## config.mk

```make
export PLATFORM = sky130hd
export DESIGN_NAME = arbitro_decodificador_flat
export DESIGN_NICKNAME = d
export VERILOG_FILES = /design/src/rtl/arbitro_decodificador_pkg.sv /design/src/rtl/arbitro_decodificador_if.sv /design/src/rtl/arbitro_decodificador_rr2.sv /design/src/rtl/arbitro_decodificador.sv /design/src/flat_wrapper.sv
export SDC_FILE = /design/constraint.sdc
export NUM_CORES = 1
export LEC_CHECK = 0
export ABC_CLOCK_PERIOD_IN_PS = 4880
export CAP_MARGIN = 20
export CORE_MARGIN = 1.5
export CORE_UTILIZATION = 40
export DETAILED_ROUTE_END_ITERATION = 7
export PLACE_DENSITY = 0.73
export SLEW_MARGIN = 20
export SYNTH_ARGS = -nofsm -noshare
export SYNTH_HDL_FRONTEND = slang
export SYNTH_SLANG_ARGS = --single-unit
export TNS_END_PERCENT = 30
```

## constraint.sdc

```tcl
create_clock -name reloj -period 4.88 [get_ports reloj]
set_clock_uncertainty 0.2 [all_clocks]
set_input_delay 0.488 -clock reloj [delete_from_list [all_inputs] [get_ports reloj]]
set_output_delay 0.488 -clock reloj [all_outputs]
set_load 0.1 [all_outputs]
```

## src/rtl/arbitro_decodificador_pkg.sv

```systemverilog
// Shared types and widths for the two-requester SECDED decoder sequencer.
package decodificador_pkg;
  localparam int ANCHO_PALABRA  = 8;
  localparam int ANCHO_DATO     = 4;
  localparam int ANCHO_SINDROME = 4;

  typedef enum logic [1:0] {INACTIVO, ESPERAR, ENTREGAR} estado_arb_t;

  typedef struct packed {
    logic [ANCHO_DATO-1:0]     dato;
    logic                      error_simple;
    logic                      error_doble;
    logic [ANCHO_SINDROME-1:0] sindrome;
  } resultado_dec_t;
endpackage

```

## src/rtl/arbitro_decodificador_if.sv

```systemverilog
// Requester, decoder, result and status signals of the decoder sequencer.
interface arbitro_decodificador_if #(parameter int CNT_W = 8) ();
  import decodificador_pkg::*;
  logic                      req0_valido, req0_listo;
  logic [ANCHO_PALABRA-1:0]  req0_palabra;
  logic                      req1_valido, req1_listo;
  logic [ANCHO_PALABRA-1:0]  req1_palabra;
  logic [ANCHO_PALABRA-1:0]  dec_palabra;
  logic [ANCHO_DATO-1:0]     dec_dato;
  logic                      dec_error_simple, dec_error_doble;
  logic [ANCHO_SINDROME-1:0] dec_sindrome;
  logic                      res_valido, res_listo, res_id;
  logic [ANCHO_DATO-1:0]     res_dato;
  logic                      res_error_simple, res_error_doble;
  logic [ANCHO_SINDROME-1:0] res_sindrome;
  logic [CNT_W-1:0]          cnt_simple, cnt_doble;
  logic                      limpiar_cnt;

  // slave: the sequencer itself
  modport slave (
    input  req0_valido, req0_palabra, req1_valido, req1_palabra,
    output req0_listo, req1_listo, dec_palabra,
    input  dec_dato, dec_error_simple, dec_error_doble, dec_sindrome,
    output res_valido, res_id, res_dato, res_error_simple, res_error_doble, res_sindrome,
    input  res_listo, limpiar_cnt,
    output cnt_simple, cnt_doble
  );

  // master: requesters, decoder and consumer around it
  modport master (
    output req0_valido, req0_palabra, req1_valido, req1_palabra,
    input  req0_listo, req1_listo, dec_palabra,
    output dec_dato, dec_error_simple, dec_error_doble, dec_sindrome,
    input  res_valido, res_id, res_dato, res_error_simple, res_error_doble, res_sindrome,
    output res_listo, limpiar_cnt,
    input  cnt_simple, cnt_doble
  );
endinterface

```

## src/rtl/arbitro_decodificador_rr2.sv

```systemverilog
// Two-requester round-robin grant; pointer names the favoured requester on a tie.
module arbitro_rr2 (
  input  logic       reloj,
  input  logic       reset,
  input  logic [1:0] valid,
  input  logic       avanzar,
  output logic [1:0] grant
);
  logic ptr_q;

  always_comb begin
    grant = 2'b00;
    case (valid)
      2'b01:   grant = 2'b01;
      2'b10:   grant = 2'b10;
      2'b11:   grant = ptr_q ? 2'b10 : 2'b01;
      default: grant = 2'b00;
    endcase
  end

  // after a grant the other requester gets priority
  always_ff @(posedge reloj) begin
    if (reset)                   ptr_q <= 1'b0;
    else if (avanzar && |grant)  ptr_q <= grant[0];
  end
endmodule

```

## src/rtl/arbitro_decodificador.sv

```systemverilog
// Shares one SECDED decoder between two requesters: accept, wait LAT_DEC, return tagged result.
module arbitro_decodificador
  import decodificador_pkg::*;
#(
  parameter int LAT_DEC = 1,
  parameter int CNT_W   = 8
) (
  input  logic reloj,
  input  logic reset,
  arbitro_decodificador_if.slave bus
);
  localparam logic [3:0]       ESPERA_INI = 4'(LAT_DEC - 1);
  localparam logic [CNT_W-1:0] CNT_MAX    = '1;

  estado_arb_t              estado_q, estado_d;
  logic [1:0]               valid, grant;
  logic                     aceptar, capturar;
  logic [3:0]               espera_q;
  logic [ANCHO_PALABRA-1:0] palabra_q;
  logic                     id_q;
  resultado_dec_t           res_q, dec_in;
  logic [CNT_W-1:0]         cnt_s_q, cnt_d_q;

  assign valid = {bus.req1_valido, bus.req0_valido};

  arbitro_rr2 u_rr (
    .reloj   (reloj),
    .reset   (reset),
    .valid   (valid),
    .avanzar (aceptar),
    .grant   (grant)
  );

  assign aceptar  = (estado_q == INACTIVO) && |grant && !reset;
  assign capturar = (estado_q == ESPERAR) && (espera_q == 4'd0);

  // a double error masks any single-error indication
  always_comb begin
    dec_in.dato         = bus.dec_dato;
    dec_in.error_doble  = bus.dec_error_doble;
    dec_in.error_simple = bus.dec_error_simple & ~bus.dec_error_doble;
    dec_in.sindrome     = bus.dec_sindrome;
  end

  always_comb begin
    estado_d = estado_q;
    case (estado_q)
      INACTIVO: if (aceptar)       estado_d = ESPERAR;
      ESPERAR:  if (capturar)      estado_d = ENTREGAR;
      ENTREGAR: if (bus.res_listo) estado_d = INACTIVO;
      default:                     estado_d = INACTIVO;
    endcase
  end

  always_ff @(posedge reloj) begin
    if (reset) begin
      estado_q  <= INACTIVO;
      espera_q  <= '0;
      palabra_q <= '0;
      id_q      <= 1'b0;
      res_q     <= '0;
    end else begin
      estado_q <= estado_d;
      if (aceptar) begin
        palabra_q <= grant[1] ? bus.req1_palabra : bus.req0_palabra;
        id_q      <= grant[1];
        espera_q  <= ESPERA_INI;
      end else if (estado_q == ESPERAR && !capturar) begin
        espera_q <= espera_q - 4'd1;
      end
      if (capturar) res_q <= dec_in;
    end
  end

  always_ff @(posedge reloj) begin
    if (reset || bus.limpiar_cnt) begin
      cnt_s_q <= '0;
      cnt_d_q <= '0;
    end else if (capturar) begin
      if (dec_in.error_simple && cnt_s_q != CNT_MAX) cnt_s_q <= cnt_s_q + 1'b1;
      if (dec_in.error_doble  && cnt_d_q != CNT_MAX) cnt_d_q <= cnt_d_q + 1'b1;
    end
  end

  assign bus.req0_listo       = aceptar & grant[0];
  assign bus.req1_listo       = aceptar & grant[1];
  assign bus.dec_palabra      = palabra_q;
  assign bus.res_valido       = (estado_q == ENTREGAR);
  assign bus.res_id           = id_q;
  assign bus.res_dato         = res_q.dato;
  assign bus.res_error_simple = res_q.error_simple;
  assign bus.res_error_doble  = res_q.error_doble;
  assign bus.res_sindrome     = res_q.sindrome;
  assign bus.cnt_simple       = cnt_s_q;
  assign bus.cnt_doble        = cnt_d_q;
endmodule

```

## src/flat_wrapper.sv

```systemverilog
// flat-port wrapper written by rule: the top's interface ports become plain ports
module arbitro_decodificador_flat import decodificador_pkg::*;
#(
  parameter int LAT_DEC = 1,
  parameter int CNT_W   = 8
)
  (reloj, reset, bus_req0_valido, bus_req0_palabra, bus_req1_valido, bus_req1_palabra, bus_req0_listo, bus_req1_listo, bus_dec_palabra, bus_dec_dato, bus_dec_error_simple, bus_dec_error_doble, bus_dec_sindrome, bus_res_valido, bus_res_id, bus_res_dato, bus_res_error_simple, bus_res_error_doble, bus_res_sindrome, bus_res_listo, bus_limpiar_cnt, bus_cnt_simple, bus_cnt_doble);
  arbitro_decodificador_if #(.CNT_W(CNT_W)) bus_i ();
  input  logic reloj;
  input  logic reset;
  input wire logic [$bits(bus_i.req0_valido)-1:0] bus_req0_valido;
  input wire logic [$bits(bus_i.req0_palabra)-1:0] bus_req0_palabra;
  input wire logic [$bits(bus_i.req1_valido)-1:0] bus_req1_valido;
  input wire logic [$bits(bus_i.req1_palabra)-1:0] bus_req1_palabra;
  output wire logic [$bits(bus_i.req0_listo)-1:0] bus_req0_listo;
  output wire logic [$bits(bus_i.req1_listo)-1:0] bus_req1_listo;
  output wire logic [$bits(bus_i.dec_palabra)-1:0] bus_dec_palabra;
  input wire logic [$bits(bus_i.dec_dato)-1:0] bus_dec_dato;
  input wire logic [$bits(bus_i.dec_error_simple)-1:0] bus_dec_error_simple;
  input wire logic [$bits(bus_i.dec_error_doble)-1:0] bus_dec_error_doble;
  input wire logic [$bits(bus_i.dec_sindrome)-1:0] bus_dec_sindrome;
  output wire logic [$bits(bus_i.res_valido)-1:0] bus_res_valido;
  output wire logic [$bits(bus_i.res_id)-1:0] bus_res_id;
  output wire logic [$bits(bus_i.res_dato)-1:0] bus_res_dato;
  output wire logic [$bits(bus_i.res_error_simple)-1:0] bus_res_error_simple;
  output wire logic [$bits(bus_i.res_error_doble)-1:0] bus_res_error_doble;
  output wire logic [$bits(bus_i.res_sindrome)-1:0] bus_res_sindrome;
  input wire logic [$bits(bus_i.res_listo)-1:0] bus_res_listo;
  input wire logic [$bits(bus_i.limpiar_cnt)-1:0] bus_limpiar_cnt;
  output wire logic [$bits(bus_i.cnt_simple)-1:0] bus_cnt_simple;
  output wire logic [$bits(bus_i.cnt_doble)-1:0] bus_cnt_doble;
  assign bus_i.req0_valido = bus_req0_valido;
  assign bus_i.req0_palabra = bus_req0_palabra;
  assign bus_i.req1_valido = bus_req1_valido;
  assign bus_i.req1_palabra = bus_req1_palabra;
  assign bus_req0_listo = bus_i.req0_listo;
  assign bus_req1_listo = bus_i.req1_listo;
  assign bus_dec_palabra = bus_i.dec_palabra;
  assign bus_i.dec_dato = bus_dec_dato;
  assign bus_i.dec_error_simple = bus_dec_error_simple;
  assign bus_i.dec_error_doble = bus_dec_error_doble;
  assign bus_i.dec_sindrome = bus_dec_sindrome;
  assign bus_res_valido = bus_i.res_valido;
  assign bus_res_id = bus_i.res_id;
  assign bus_res_dato = bus_i.res_dato;
  assign bus_res_error_simple = bus_i.res_error_simple;
  assign bus_res_error_doble = bus_i.res_error_doble;
  assign bus_res_sindrome = bus_i.res_sindrome;
  assign bus_i.res_listo = bus_res_listo;
  assign bus_i.limpiar_cnt = bus_limpiar_cnt;
  assign bus_cnt_simple = bus_i.cnt_simple;
  assign bus_cnt_doble = bus_i.cnt_doble;
  arbitro_decodificador #(.LAT_DEC(LAT_DEC), .CNT_W(CNT_W)) u_core (.reloj(reloj), .reset(reset), .bus(bus_i));
endmodule
```

# Word-level counts from Yosys, hierarchy flattened
# Index checks and enable logic that the tools add are counted.
dict set report classes {
  n_mux 7
  addsub 3
  eq_ne 10
  bitwise_logic 4
  n_reduce_logical 17
}
# cell n
set op_table {}
lappend op_table {{$add A8 B1 Y8 const B} 2}
lappend op_table {{$ne A8 B8 Y1 const B} 2}
lappend op_table {{$pmux W2 S3} 2}
lappend op_table {{$mux W2} 4}
lappend op_table {{$mux W8} 1}
lappend op_table {{$logic_and A1 B1 Y1} 7}
lappend op_table {{$eq A2 B2 Y1 const B} 3}
lappend op_table {{$ne A2 B1 Y1 const B} 3}
lappend op_table {{$eq A2 B1 Y1 const B} 2}
lappend op_table {{$logic_not A4 Y1} 1}
lappend op_table {{$reduce_and A2 Y1} 2}
lappend op_table {{$reduce_or A2 Y1} 2}
lappend op_table {{$sub A4 B1 Y4 const B} 1}
lappend op_table {{$and A1 B1 Y1} 3}
lappend op_table {{$reduce_and A3 Y1} 1}
lappend op_table {{$logic_not A1 Y1} 2}
lappend op_table {{$logic_not A2 Y1} 1}
lappend op_table {{$logic_or A1 B1 Y1} 1}
lappend op_table {{$not A1 Y1} 1}
dict set report word_totals {
  elab_cells 52
  regBits 42
  input_bits 32
  out_inout_bits 38
}

# Logic depth before layout (Yosys ltp)
dict set report logic_depth {
  word_depth 7
  depth_mapped 7
  mapped_depth_nobuf 6
}

# Cells and area by module
# From an unflattened synthesis, not the netlist that was laid out.
dict set report hier_totals {
  hier_cells 222
  area_unflattened_um2 1946.9
}
# module area_each_um2 instances seq_area_each_um2 cells_each
set by_module_without_submodules {}
lappend by_module_without_submodules {arbitro_decodificador 1881.8 1 820.8 215}
lappend by_module_without_submodules {arbitro_rr2 65.1 1 20.0 7}

# Worst setup path after synthesis
# Ideal clock, no wire load.
dict set report synth_timing {
  path_type {input to output}
  startpoint {in bus_req0_valido}
  endpoint {out bus_req1_listo}
  path_slack_ns 1.380
  required_ns 4.192
  n_path_buf 1
  path_stages 4
  t_arrival_ns 2.812
  cell_sequence {inv_1 o21ai_0 buf_2 nor3_1}
}
dict set report synth_between {
  elab_chain_cells 6
  word_cells_on_any_way 8
  cone_classes {eq/ne (3); mux (1); bitwise (1); reduce/logical (3)}
}
# element line_no
set synth_rtl {}
lappend synth_rtl {{from (decl)} flat_wrapper.sv:11} ;# input wire logic [$bits(bus_i.req0_valido)-1:0] bus_req0_valido;
lappend synth_rtl {{$eq A2 B2 Y1 / $eq A2 B1 Y1 (equally long branches)} arbitro_decodificador_rr2.sv:13} ;# case (valid)
lappend synth_rtl {{$pmux W2 S3 *} arbitro_decodificador_rr2.sv:13}
lappend synth_rtl {{$reduce_or A2 Y1} arbitro_decodificador.sv:34} ;# assign aceptar = (estado_q == INACTIVO) && |grant && !reset;
lappend synth_rtl {{$logic_and A1 B1 Y1 (2 in a row)} arbitro_decodificador.sv:34}
lappend synth_rtl {{$and A1 B1 Y1 *} arbitro_decodificador.sv:86} ;# assign bus.req1_listo = aceptar & grant[1];
lappend synth_rtl {{to (decl)} flat_wrapper.sv:16} ;# output wire logic [$bits(bus_i.req1_listo)-1:0] bus_req1_listo;
# Every way passes the cells marked *; elsewhere a longest branch is shown, timed or not.

# Final worst setup path
dict set report layout_timing {
  startpoint {reg u_core.estado_q[1]}
  endpoint {out bus_res_valido}
}
dict set report layout_between {
  elab_chain_cells 1
}
# element line_no
set layout_rtl {}
lappend layout_rtl {{from (decl)} arbitro_decodificador.sv:15} ;# estado_arb_t estado_q, estado_d;
lappend layout_rtl {{from (signal assigned)} arbitro_decodificador.sv:63} ;# estado_q <= estado_d;
lappend layout_rtl {{$eq A2 B2 Y1} arbitro_decodificador.sv:88} ;# assign bus.res_valido = (estado_q == ENTREGAR);
lappend layout_rtl {{to (decl)} flat_wrapper.sv:22} ;# output wire logic [$bits(bus_i.res_valido)-1:0] bus_res_valido;
# Every way passes these cells.

==> impl_results.md <==
- Global placer's final weighted congestion: 0.802
- Met1 GRT Util: 21.2%
- Reg-to-reg endpoint: u_core.bus.cnt_doble[7]
- Core Rows: 24
- R2R depth: 6
- R2R setup slack: 2.71 ns
- Critical path class: reg2out
- Status: completed
- Dpl hpwl: 3090 um
- Hold buffers post-CTS: 0
- Initial core utilization: 42.7%
- Core Region: 4470 um2
- Filler Cell Count: 401
- Worst Tran Pin Value: 0.993 ns
- Die H: 72.1 um
- Power per cell area: 320 nW/um2
- Seq/Total Area, Yosys: 44.0%
- Root buf cell: clkbuf_8
- Max VDD drop: 0.166 mV
- N_diodes: 0
- Routed Antenna Nets: 0
- Final worst setup slack: 2.19 ns
- Post-synth EDFFs: 0
- FMAX: 372 MHz
- Largest net degree at the start of global routing: 33
- TritonRoute pass-1 iters: 4
- Layout overhead on the synthesized area: 41.6%
- Final hold viol count: 0
- Die W: 72.1 um
- Setup violators final: 0
- DRC: 0
- Gr usage total: 17.6%
- #FFs+latches synth: 42
- Clock net sink count: 42
- First-pass GRT wire length: 7170 um
- Pre-CTS WS: 2.41 ns
- Period utilization: 55.1%
- Peak fanout along the critical path: 4
- Top FF cell, synth: dfxtp_1
- Initial antenna violation count: 0
- Reg2reg start: u_core.espera_q[0]
- Crit path capture type: output pin
- Synth top area share: 44.0%
- Layout cells sized above 1: 5.63%
- H-tree Lvls: 2
- Slew Limit Headroom: 33.6%
- Port bufs: 69
- Data required, critical path: 4.19 ns
- CTS tree: done
- Commonest non-fill, non-tap cell in the layout: clkdlybuf4s50_1
- Util after Layout: 60.4%
- Worst Hold Launch: u_core.bus.res_sindrome[2]
- Yosys warns: 0
- Hold Crit Class: reg2reg
- Fin crit period: 2.69 ns
- Die ar.: 5200 um2
- Post-synth ARST share: 0%
- Post-synth top area cell: dfxtp_1
- Final TNS setup: 0 ns
- CTS Buf Count: 5
- Commonest cells after routing, fill and taps aside: clkdlybuf4s50_1 (67), dfxtp_1 (42), nand2_1 (29)
- Distinct cell type count after synthesis: 38
- CTS Buffer Depth: 2
- Grt ovf: 0
- Vias: 1,786
- Ports: 70
- 1st-iter DRT viols: 115
- Hold Path Sink: u_core.bus.res_sindrome[2]
- Setup crit start kind: flip-flop
- Vias in the first global route: 1,573
- Grt met3 use: 7.92%
- Post-CTS Setup Bufs: 0
- Leakage: 0.949 nW
- Syn avg cell area: 8.76 um2
- Worst skew pair latency: 0.30 ns
- Routed vias/inst: 5.32
- GR Layer Usage met2: 28.0%
- Fin. max-slew vios: 0
- Synth Cell Area: 1910 um2
- Post_cts resized: 0
- Worst hold path depth: 2
- Dominant cells by area after synthesis: dfxtp_1 (44%), nand2_1 (5.7%), a21oi_1 (5.5%), mux2i_1 (5.2%), nor2_1 (3.3%)
- DRT Wirelength: 4340 um
- RSZ-0062 raised after global routing: no
- Clk slew on worst S/H paths: 0.07 ns
- Layout net count: 320
- Syn Nets: 254
- Max-Cap Viols: 0
- Routed WL per cell: 12.9 um
- GR peak layer: met2
- Crit path DAT: 2.00 ns
- Cells after synthesis: 218
[critical path, cell delays in order (launching register included)]
cell and delay, ns:
dfxtp_1 0.35, nor2b_1 0.20, clkdlybuf4s50_1 1.16
[worst max-delay path by stage]
stage | from | to | slack [ns] | cells after the start
2_1_floorplan | bus_req0_valido | bus_req1_listo | 1.38 | 4
3_3_place_gp | bus_req0_valido | bus_req1_listo | 2.45 | 4
3_5_place_dp | bus_req0_valido | bus_req1_listo | 2.41 | 4
4_1_cts | u_core.estado_q[1] | bus_res_valido | 2.18 | 2
5_1_grt | u_core.estado_q[1] | bus_res_valido | 2.12 | 2
6_report | u_core.estado_q[1] | bus_res_valido | 2.19 | 2
[area by class of cell]
| cell class | count | area, um2 | area share (%) |
|---|---|---|---|
| multi-input cells | 159 | 1000 | 37.1 |
| flip-flops and latches | 42 | 841 | 31.1 |
| repair buffers | 71 | 701 | 25.9 |
| clock buffers | 7 | 76.3 | 2.82 |
| well taps | 52 | 65.1 | 2.41 |
| inverters | 5 | 18.8 | 0.694 |
[cells by family after synthesis]
group	count (synthesis)	synth area share, %
XOR/XNOR	3	1.38
AND/OR/NAND/NOR	89	25.0
AO/OA/AOI/OAI	53	18.3
multiplexers	10	5.24
buffers and inverters	17	3.47
flip-flops	42	44.0
adder cells (fa/ha/maj)	4	2.62
[power by group]
part           internal (mW)  switching, mW
clock                 0.0986          0.114
sequential             0.363         0.0119
combinational         0.0797          0.197
total                  0.541          0.324
[stage by stage]
stage          power [mW]  cells  hold WS (ns)  instance area (um2)
2_1_floorplan       0.585    218         0.269                 1910
3_3_place_gp        0.659    329         0.246                 2630
3_5_place_dp        0.661    329         0.251                 2630
4_1_cts             0.873    336         0.262                 2700
5_1_grt             0.902    336         0.279                 2700
6_report            0.865    336         0.259                 2700
[cell usage after synthesis, types with 2 or more instances]
master / number
dfxtp_1: 42
nand2_1: 29
a21oi_1: 21
nor2_1: 17
mux2i_1: 10
clkbuf_1: 9
a211oi_1: 8
o41ai_1: 6
or4_1: 6
inv_1: 5
nand3_1: 5
nor3_1: 5
o21a_1: 5
ha_1: 4
nand4_1: 4
o21ai_0: 4
o31ai_1: 4
or3_1: 4
nor4_1: 3
and2_1: 2
buf_2: 2
nand2b_1: 2
nor3b_1: 2
o311ai_0: 2
o311ai_1: 2
or2_2: 2
xor2_1: 2
[state kept, by name (all words and copies together), names as in the netlist]
name and cells:
u_core.bus.res_id 1, u_core.estado_q 2, u_core.bus.res_dato 4, u_core.bus.res_sindrome 4, u_core.bus.res_error_simple 1, u_core.espera_q 4
u_core.u_rr.ptr_q 1, u_core.bus.cnt_simple 8, u_core.bus.dec_palabra 8, u_core.bus.res_error_doble 1, u_core.bus.cnt_doble 8
[per-layer routing]
metal	share of wire, %	up-vias	wire (um)
li1	-	927	-
met1	45	798	1930
met2	46	55	2010
met3	8.0	6	349
met4	1.2	0	54
met5	0	-	0
No activity file was read; power rests on OpenSTA's default activity.
